## config.mk

```make
export PLATFORM = sky130hd
export DESIGN_NAME = btn_debounce
export DESIGN_NICKNAME = d
export VERILOG_FILES = /design/src/rtl/btn_debounce.sv
export SDC_FILE = /design/constraint.sdc
export NUM_CORES = 1
export LEC_CHECK = 0
export CELL_PAD_IN_SITES_DETAIL_PLACEMENT = 2
export CELL_PAD_IN_SITES_GLOBAL_PLACEMENT = 2
export CORE_UTILIZATION = 35
export CTS_CLUSTER_DIAMETER = 200
export DETAILED_ROUTE_END_ITERATION = 16
export PLACE_DENSITY = 0.83
export SYNTH_ARGS = -nofsm -noshare
export SYNTH_HDL_FRONTEND = slang
export SYNTH_SLANG_ARGS = --single-unit
```

## constraint.sdc

```tcl
create_clock -name clk -period 1.75 [get_ports clk]
set_input_delay 0.175 -clock clk [delete_from_list [all_inputs] [get_ports clk]]
set_output_delay 0.175 -clock clk [all_outputs]
set_load 0.02 [all_outputs]
```

## src/rtl/btn_debounce.sv

```systemverilog
// Multi-channel push-button debouncer with optional auto-repeat.
//
// Each raw button bit is synchronised by a private 2-flop chain and then
// filtered by its own counter. A level change is accepted only after the
// synchronised input has differed from the current debounced level for
// DEBOUNCE_CYCLES consecutive clocks. Any reversion restarts the count.
//
// Optional feature macro: BTN_AUTOREPEAT_EN. When defined, a held button
// produces extra press pulses REPEAT_DELAY cycles after the initial press and
// then every REPEAT_PERIOD cycles until release. When undefined no repeat
// logic exists and the REPEAT_* parameters are ignored.
//
// Ports:
//   clk            system clock, rising edge
//   reset          asynchronous reset, active low
//   btn_i          raw asynchronous button levels, active high
//   btn_level_o    debounced level (registered)
//   btn_press_o    one-cycle pulse per accepted press / auto-repeat (registered)
//   btn_release_o  one-cycle pulse per accepted release (registered)

module btn_debounce #(
  parameter int unsigned N_BTN           = 5,
  parameter int unsigned DEBOUNCE_CYCLES = 250000,
  parameter int unsigned REPEAT_DELAY    = 50000000,
  parameter int unsigned REPEAT_PERIOD   = 10000000
) (
  input  logic             clk,
  input  logic             reset,
  input  logic [N_BTN-1:0] btn_i,
  output logic [N_BTN-1:0] btn_level_o,
  output logic [N_BTN-1:0] btn_press_o,
  output logic [N_BTN-1:0] btn_release_o
);

  localparam int unsigned CntW = $clog2(DEBOUNCE_CYCLES + 1);
  localparam logic [CntW-1:0] CntLast = CntW'(DEBOUNCE_CYCLES - 1);

  logic [N_BTN-1:0]           sync1_q, sync2_q;
  logic [N_BTN-1:0][CntW-1:0] cnt_q, cnt_d;
  logic [N_BTN-1:0]           level_q, level_d;
  logic [N_BTN-1:0]           press_q, press_d;
  logic [N_BTN-1:0]           release_q, release_d;
  logic [N_BTN-1:0]           toggle;

  // Debounce counters: count while the synchronised input disagrees with the
  // accepted level; agreement at any point discards the partial count.
  always_comb begin
    cnt_d  = cnt_q;
    toggle = '0;
    for (int i = 0; i < int'(N_BTN); i++) begin
      if (sync2_q[i] == level_q[i]) begin
        cnt_d[i] = '0;
      end else if (cnt_q[i] == CntLast) begin
        cnt_d[i]  = '0;
        toggle[i] = 1'b1;
      end else begin
        cnt_d[i] = cnt_q[i] + CntW'(1);
      end
    end
    level_d   = level_q ^ toggle;
    release_d = toggle & level_q;
  end

`ifdef BTN_AUTOREPEAT_EN
  localparam int unsigned RepMax = (REPEAT_DELAY > REPEAT_PERIOD) ? REPEAT_DELAY : REPEAT_PERIOD;
  localparam int unsigned RepW   = $clog2(RepMax + 1);
  localparam logic [RepW-1:0] DelayLast  = RepW'(REPEAT_DELAY - 1);
  localparam logic [RepW-1:0] PeriodLast = RepW'(REPEAT_PERIOD - 1);

  logic [N_BTN-1:0][RepW-1:0] rep_q, rep_d;
  // Set until the first repeat pulse of a hold: selects delay vs period limit.
  logic [N_BTN-1:0]           first_q, first_d;
  logic [N_BTN-1:0]           rep_pulse;

  // A toggle on this edge is either the initial press or a release; in both
  // cases the repeat counter restarts and no repeat pulse may fire.
  always_comb begin
    rep_d     = rep_q;
    first_d   = first_q;
    rep_pulse = '0;
    for (int i = 0; i < int'(N_BTN); i++) begin
      if (!level_q[i] || toggle[i]) begin
        rep_d[i]   = '0;
        first_d[i] = 1'b1;
      end else if (rep_q[i] == (first_q[i] ? DelayLast : PeriodLast)) begin
        rep_d[i]     = '0;
        first_d[i]   = 1'b0;
        rep_pulse[i] = 1'b1;
      end else begin
        rep_d[i] = rep_q[i] + RepW'(1);
      end
    end
    press_d = (toggle & ~level_q) | rep_pulse;
  end

  always_ff @(posedge clk or negedge reset) begin
    if (!reset) begin
      rep_q   <= '0;
      first_q <= '1;
    end else begin
      rep_q   <= rep_d;
      first_q <= first_d;
    end
  end
`else
  assign press_d = toggle & ~level_q;

  // The repeat parameters carry no hardware in this build.
  if ((REPEAT_DELAY == 0) && (REPEAT_PERIOD == 0)) begin : g_repeat_unused
  end
`endif

  always_ff @(posedge clk or negedge reset) begin
    if (!reset) begin
      sync1_q   <= '0;
      sync2_q   <= '0;
      cnt_q     <= '0;
      level_q   <= '0;
      press_q   <= '0;
      release_q <= '0;
    end else begin
      sync1_q   <= btn_i;
      sync2_q   <= sync1_q;
      cnt_q     <= cnt_d;
      level_q   <= level_d;
      press_q   <= press_d;
      release_q <= release_d;
    end
  end

  assign btn_level_o   = level_q;
  assign btn_press_o   = press_q;
  assign btn_release_o = release_q;

endmodule
```

==> metrics.md <==
| Metric | Value |
|---|---|
| Post-DP HPWL | `11.4 mm` |
| CTS tree | `yes` |
| Final Cycle Share | `1.08` |
| Placed cell count | `775` |
| Fraction of the yosys area taken by sequential cells | `0.534` |
| Syn nets | `521` |
| Drt drc | `0` |
| Cell Rows | `44` |
| CP required | `2.11 ns` |
| Post-Synth Simple-Gate Area | `0.266` |
| # fillers | `1460` |
| Number of I/O port buffers | `21` |
| Total clock sinks | `115` |
| Status | `finished, violations left` |
| Worst Clk Skew | `0.0147 ns` |
| Antenna Nets Post-Route | `0` |
| Post-synthesis cell type count | `40` |
| Sequential power share | `0.422` |
| Design Area, Final | `0.00758 mm^2` |
| Final setup viols | `41` |
| Multiplexer share of the synthesized area | `0.0118` |
| Crit path time final | `1.89 ns` |
| Pleak | `3.04 nW` |
| Vias per cell | `5.61` |
| Final Hold Viols | `0` |
| Max_cap viols | `0` |
| Critical path class | `reg2reg` |
| Comb pwr share | `0.046` |
| Share of cells above drive strength 1 | `0.346` |
| Io pins | `22` |
| Crit-path max FO | `5` |
| Layout Nets | `647` |
| Post-Synthesis Cells | `509` |
| Relative slew margins | `0.634` |
| Largest net degree at the start of global routing | `37` |
| Most frequent cells in the layout | `dfrtp_1, buf_4, xnor2_1` |
| Die Area | `0.0159 mm^2` |
| Clock network power share | `0.532` |
| Vias in the first global route | `5170` |
| First-pass GRT wire length | `27.4 mm` |
| Maximum vdd drop | `0.782 mV` |
| Longest Clk Path Bufs | `2` |
| Max-slew violations | `0` |
| NetSw | `1.52 mW` |
| GRT Total Usage | `0.225` |
| Die Wd | `126 um` |
| Commonest non-fill, non-tap cell in the layout | `dfrtp_1` |
| DRT iter0 DRCs | `206` |
| Yosys warns | `0` |
| Cell depth of the worst hold path | `1` |
| CP endpoint kind | `register` |
| Root Buffer | `clkbuf_16` |
| R2R depth | `6` |
| Vias post-DR | `4660` |
| Tot Pwr | `6.53 mW` |
| Area after DPL | `0.00633 mm^2` |
| Worst-path clk slew | `0.06 ns` |
| Later-pin clock latency in the skew report | `0.44 ns` |
| Final hold slack | `0.186 ns` |
| Final Util | `0.514` |
| Maximum clock frequency | `528 MHz` |
| Post-synthesis adder-cell area fraction | `0.0116` |
| Slew @ Worst Pin | `0.549 ns` |
| Non-Filler Instances | `831` |
| Htree depth | `4` |
| CTS buffer count | `17` |
| Pwr Density | `861 mW/mm^2` |
| Largest family of logic cells by synthesized area | `simple AND/OR/NAND/NOR gates` |
| Crit path launch type | `register` |
| Die height | `126 um` |
| Syn-to-layout area delta | `40.7%` |
| RePlAce Congestion | `0.774` |
| Top FF cell, synth | `dfrtp_1` |
| Failing checks | `setup timing` |
| EDFF count, synth | `0` |
| RSZ-0062 raised after global routing | `yes` |
| Final WL | `20.7 mm` |
| Initial DRT Pass Iterations | `4` |
| Synth Area in Compound Gates | `0.0404` |
| Antenna cells | `0` |
| Starting density of the core | `0.365` |
| Post-route setup slack | `-0.145 ns` |
| Arrival time at the worst endpoint | `2.25 ns` |
| Initial antenna violation count | `0` |
| WL/cell | `24.9 um` |
| Post-synth ARST share | `1.00` |
| Cell-internal power | `5.01 mW` |
| GRT overflow | `0` |
| Sw frac | `0.232` |
| Yosys reg bits | `115` |
| Hold crit path type | `in2reg` |
| Synth Area per Inst | `10.6 um^2` |
| Post-Synthesis Cell Area | `0.00539 mm^2` |
| XOR/XNOR Fraction of Synth Area | `0.120` |
| Core Region | `0.0148 mm^2` |
[layout make-up]
type | instances | area, um^2 | share of cell area
Sequential cell | 115 | 2890 | 0.381
Inverter | 11 | 41.3 | 0.00545
Clock buffer | 26 | 489 | 0.0645
Clock inverter | 5 | 75.1 | 0.00990
Timing Repair Buffer | 116 | 1020 | 0.134
Tap cell | 184 | 230 | 0.0304
Multi-Input combinational cell | 374 | 2840 | 0.375
[flip-flops by register name, indices dropped and copies added (netlist names), named ones only]
register / cells
sync2_q: 5
btn_press_o: 5
cnt_q: 90
sync1_q: 5
btn_release_o: 5
[critical path, cell delays in order (launching register included)]
cell	delay, ns
dfrtp_1	0.38
buf_4	0.13
buf_4	0.11
nand4_2	0.11
or3_4	0.44
or4_1	0.47
a21oi_2	0.18
[logic make-up (layout without fill, tap and decap cells)]
family,Yosys count,count (layout)
mux,5,5
compound gates,27,27
fa+ha+maj,5,5
xor+xnor,74,74
simple gates,263,263
flops,115,115
buf+inv,20,158
[path summary, 6_finish.rpt]
path	slack, ns	endpoint	from
worst max register to register	-0.14	cnt_q[53]$_DFF_PN0_	cnt_q[42]$_DFF_PN0_
worst min register to register	0.36	sync2_q[0]$_DFF_PN0_	sync1_q[0]$_DFF_PN0_
worst max-delay path	-0.14	cnt_q[53]$_DFF_PN0_	cnt_q[42]$_DFF_PN0_
max in group asynchronous	0.84	sync2_q[2]$_DFF_PN0_	reset
min in group asynchronous	0.27	cnt_q[52]$_DFF_PN0_	reset
worst min-delay path	0.19	sync1_q[4]$_DFF_PN0_	btn_i[4]
[stage by stage]
step	TNS, ns	worst slack (ns)
2_1_floorplan	-0.168	-0.0849
3_3_place_gp	-0.122	-0.0767
3_5_place_dp	-0.478	-0.141
4_1_cts	-0.547	-0.107
5_1_grt	-6.95	-0.197
6_report	-1.93	-0.145
[synth_stat cells (all sizes together) (2+ instances only)]
cell type / instances / area (um^2)
a21oi: 11 / 55.1
and3: 10 / 63.8
and4: 3 / 27.5
buf: 6 / 30.0
clkbuf: 3 / 12.5
dfrtp: 115 / 2880
ha: 5 / 62.6
inv: 11 / 41.3
mux2: 5 / 63.8
nand2: 25 / 93.8
nand3: 35 / 180
nand4: 24 / 181
nor2: 86 / 323
nor3: 15 / 75.1
nor3b: 11 / 82.6
nor4: 26 / 175
nor4bb: 2 / 20.0
o21ai: 7 / 35.0
o31ai: 6 / 45.0
o41ai: 3 / 82.6
or2: 3 / 18.8
or3: 7 / 48.8
or4: 11 / 97.6
xnor2: 55 / 482
xor2: 19 / 166
[routing by layer]
layer  vias up  track usage  part of all wire
met5         -            0                 0
met4         0        0.111             0.033
met3        50       0.0497             0.027
met2        95        0.406              0.55
met1      2459        0.248              0.39
li1       2056            -                 -
[timing repair]
action	in CTS	in global routing
hold buffers	1	0
gates resized for setup	12	114
endpoints found under the setup margin	36	77
endpoints found under the hold margin	32	0
pin swaps	9	46
setup buffers	7	16
gates cloned	0	2
[power groups by stage]
stage | clock network [mW] | logic [mW] | registers [mW]
2_1_floorplan | 0 | 0.0799 | 2.78
3_3_place_gp | 0 | 0.203 | 2.78
3_5_place_dp | 0 | 0.221 | 2.79
4_1_cts | 3.45 | 0.226 | 2.74
5_1_grt | 3.64 | 0.326 | 2.76
6_report | 3.47 | 0.303 | 2.75
No activity file was read; power rests on OpenSTA's default activity.
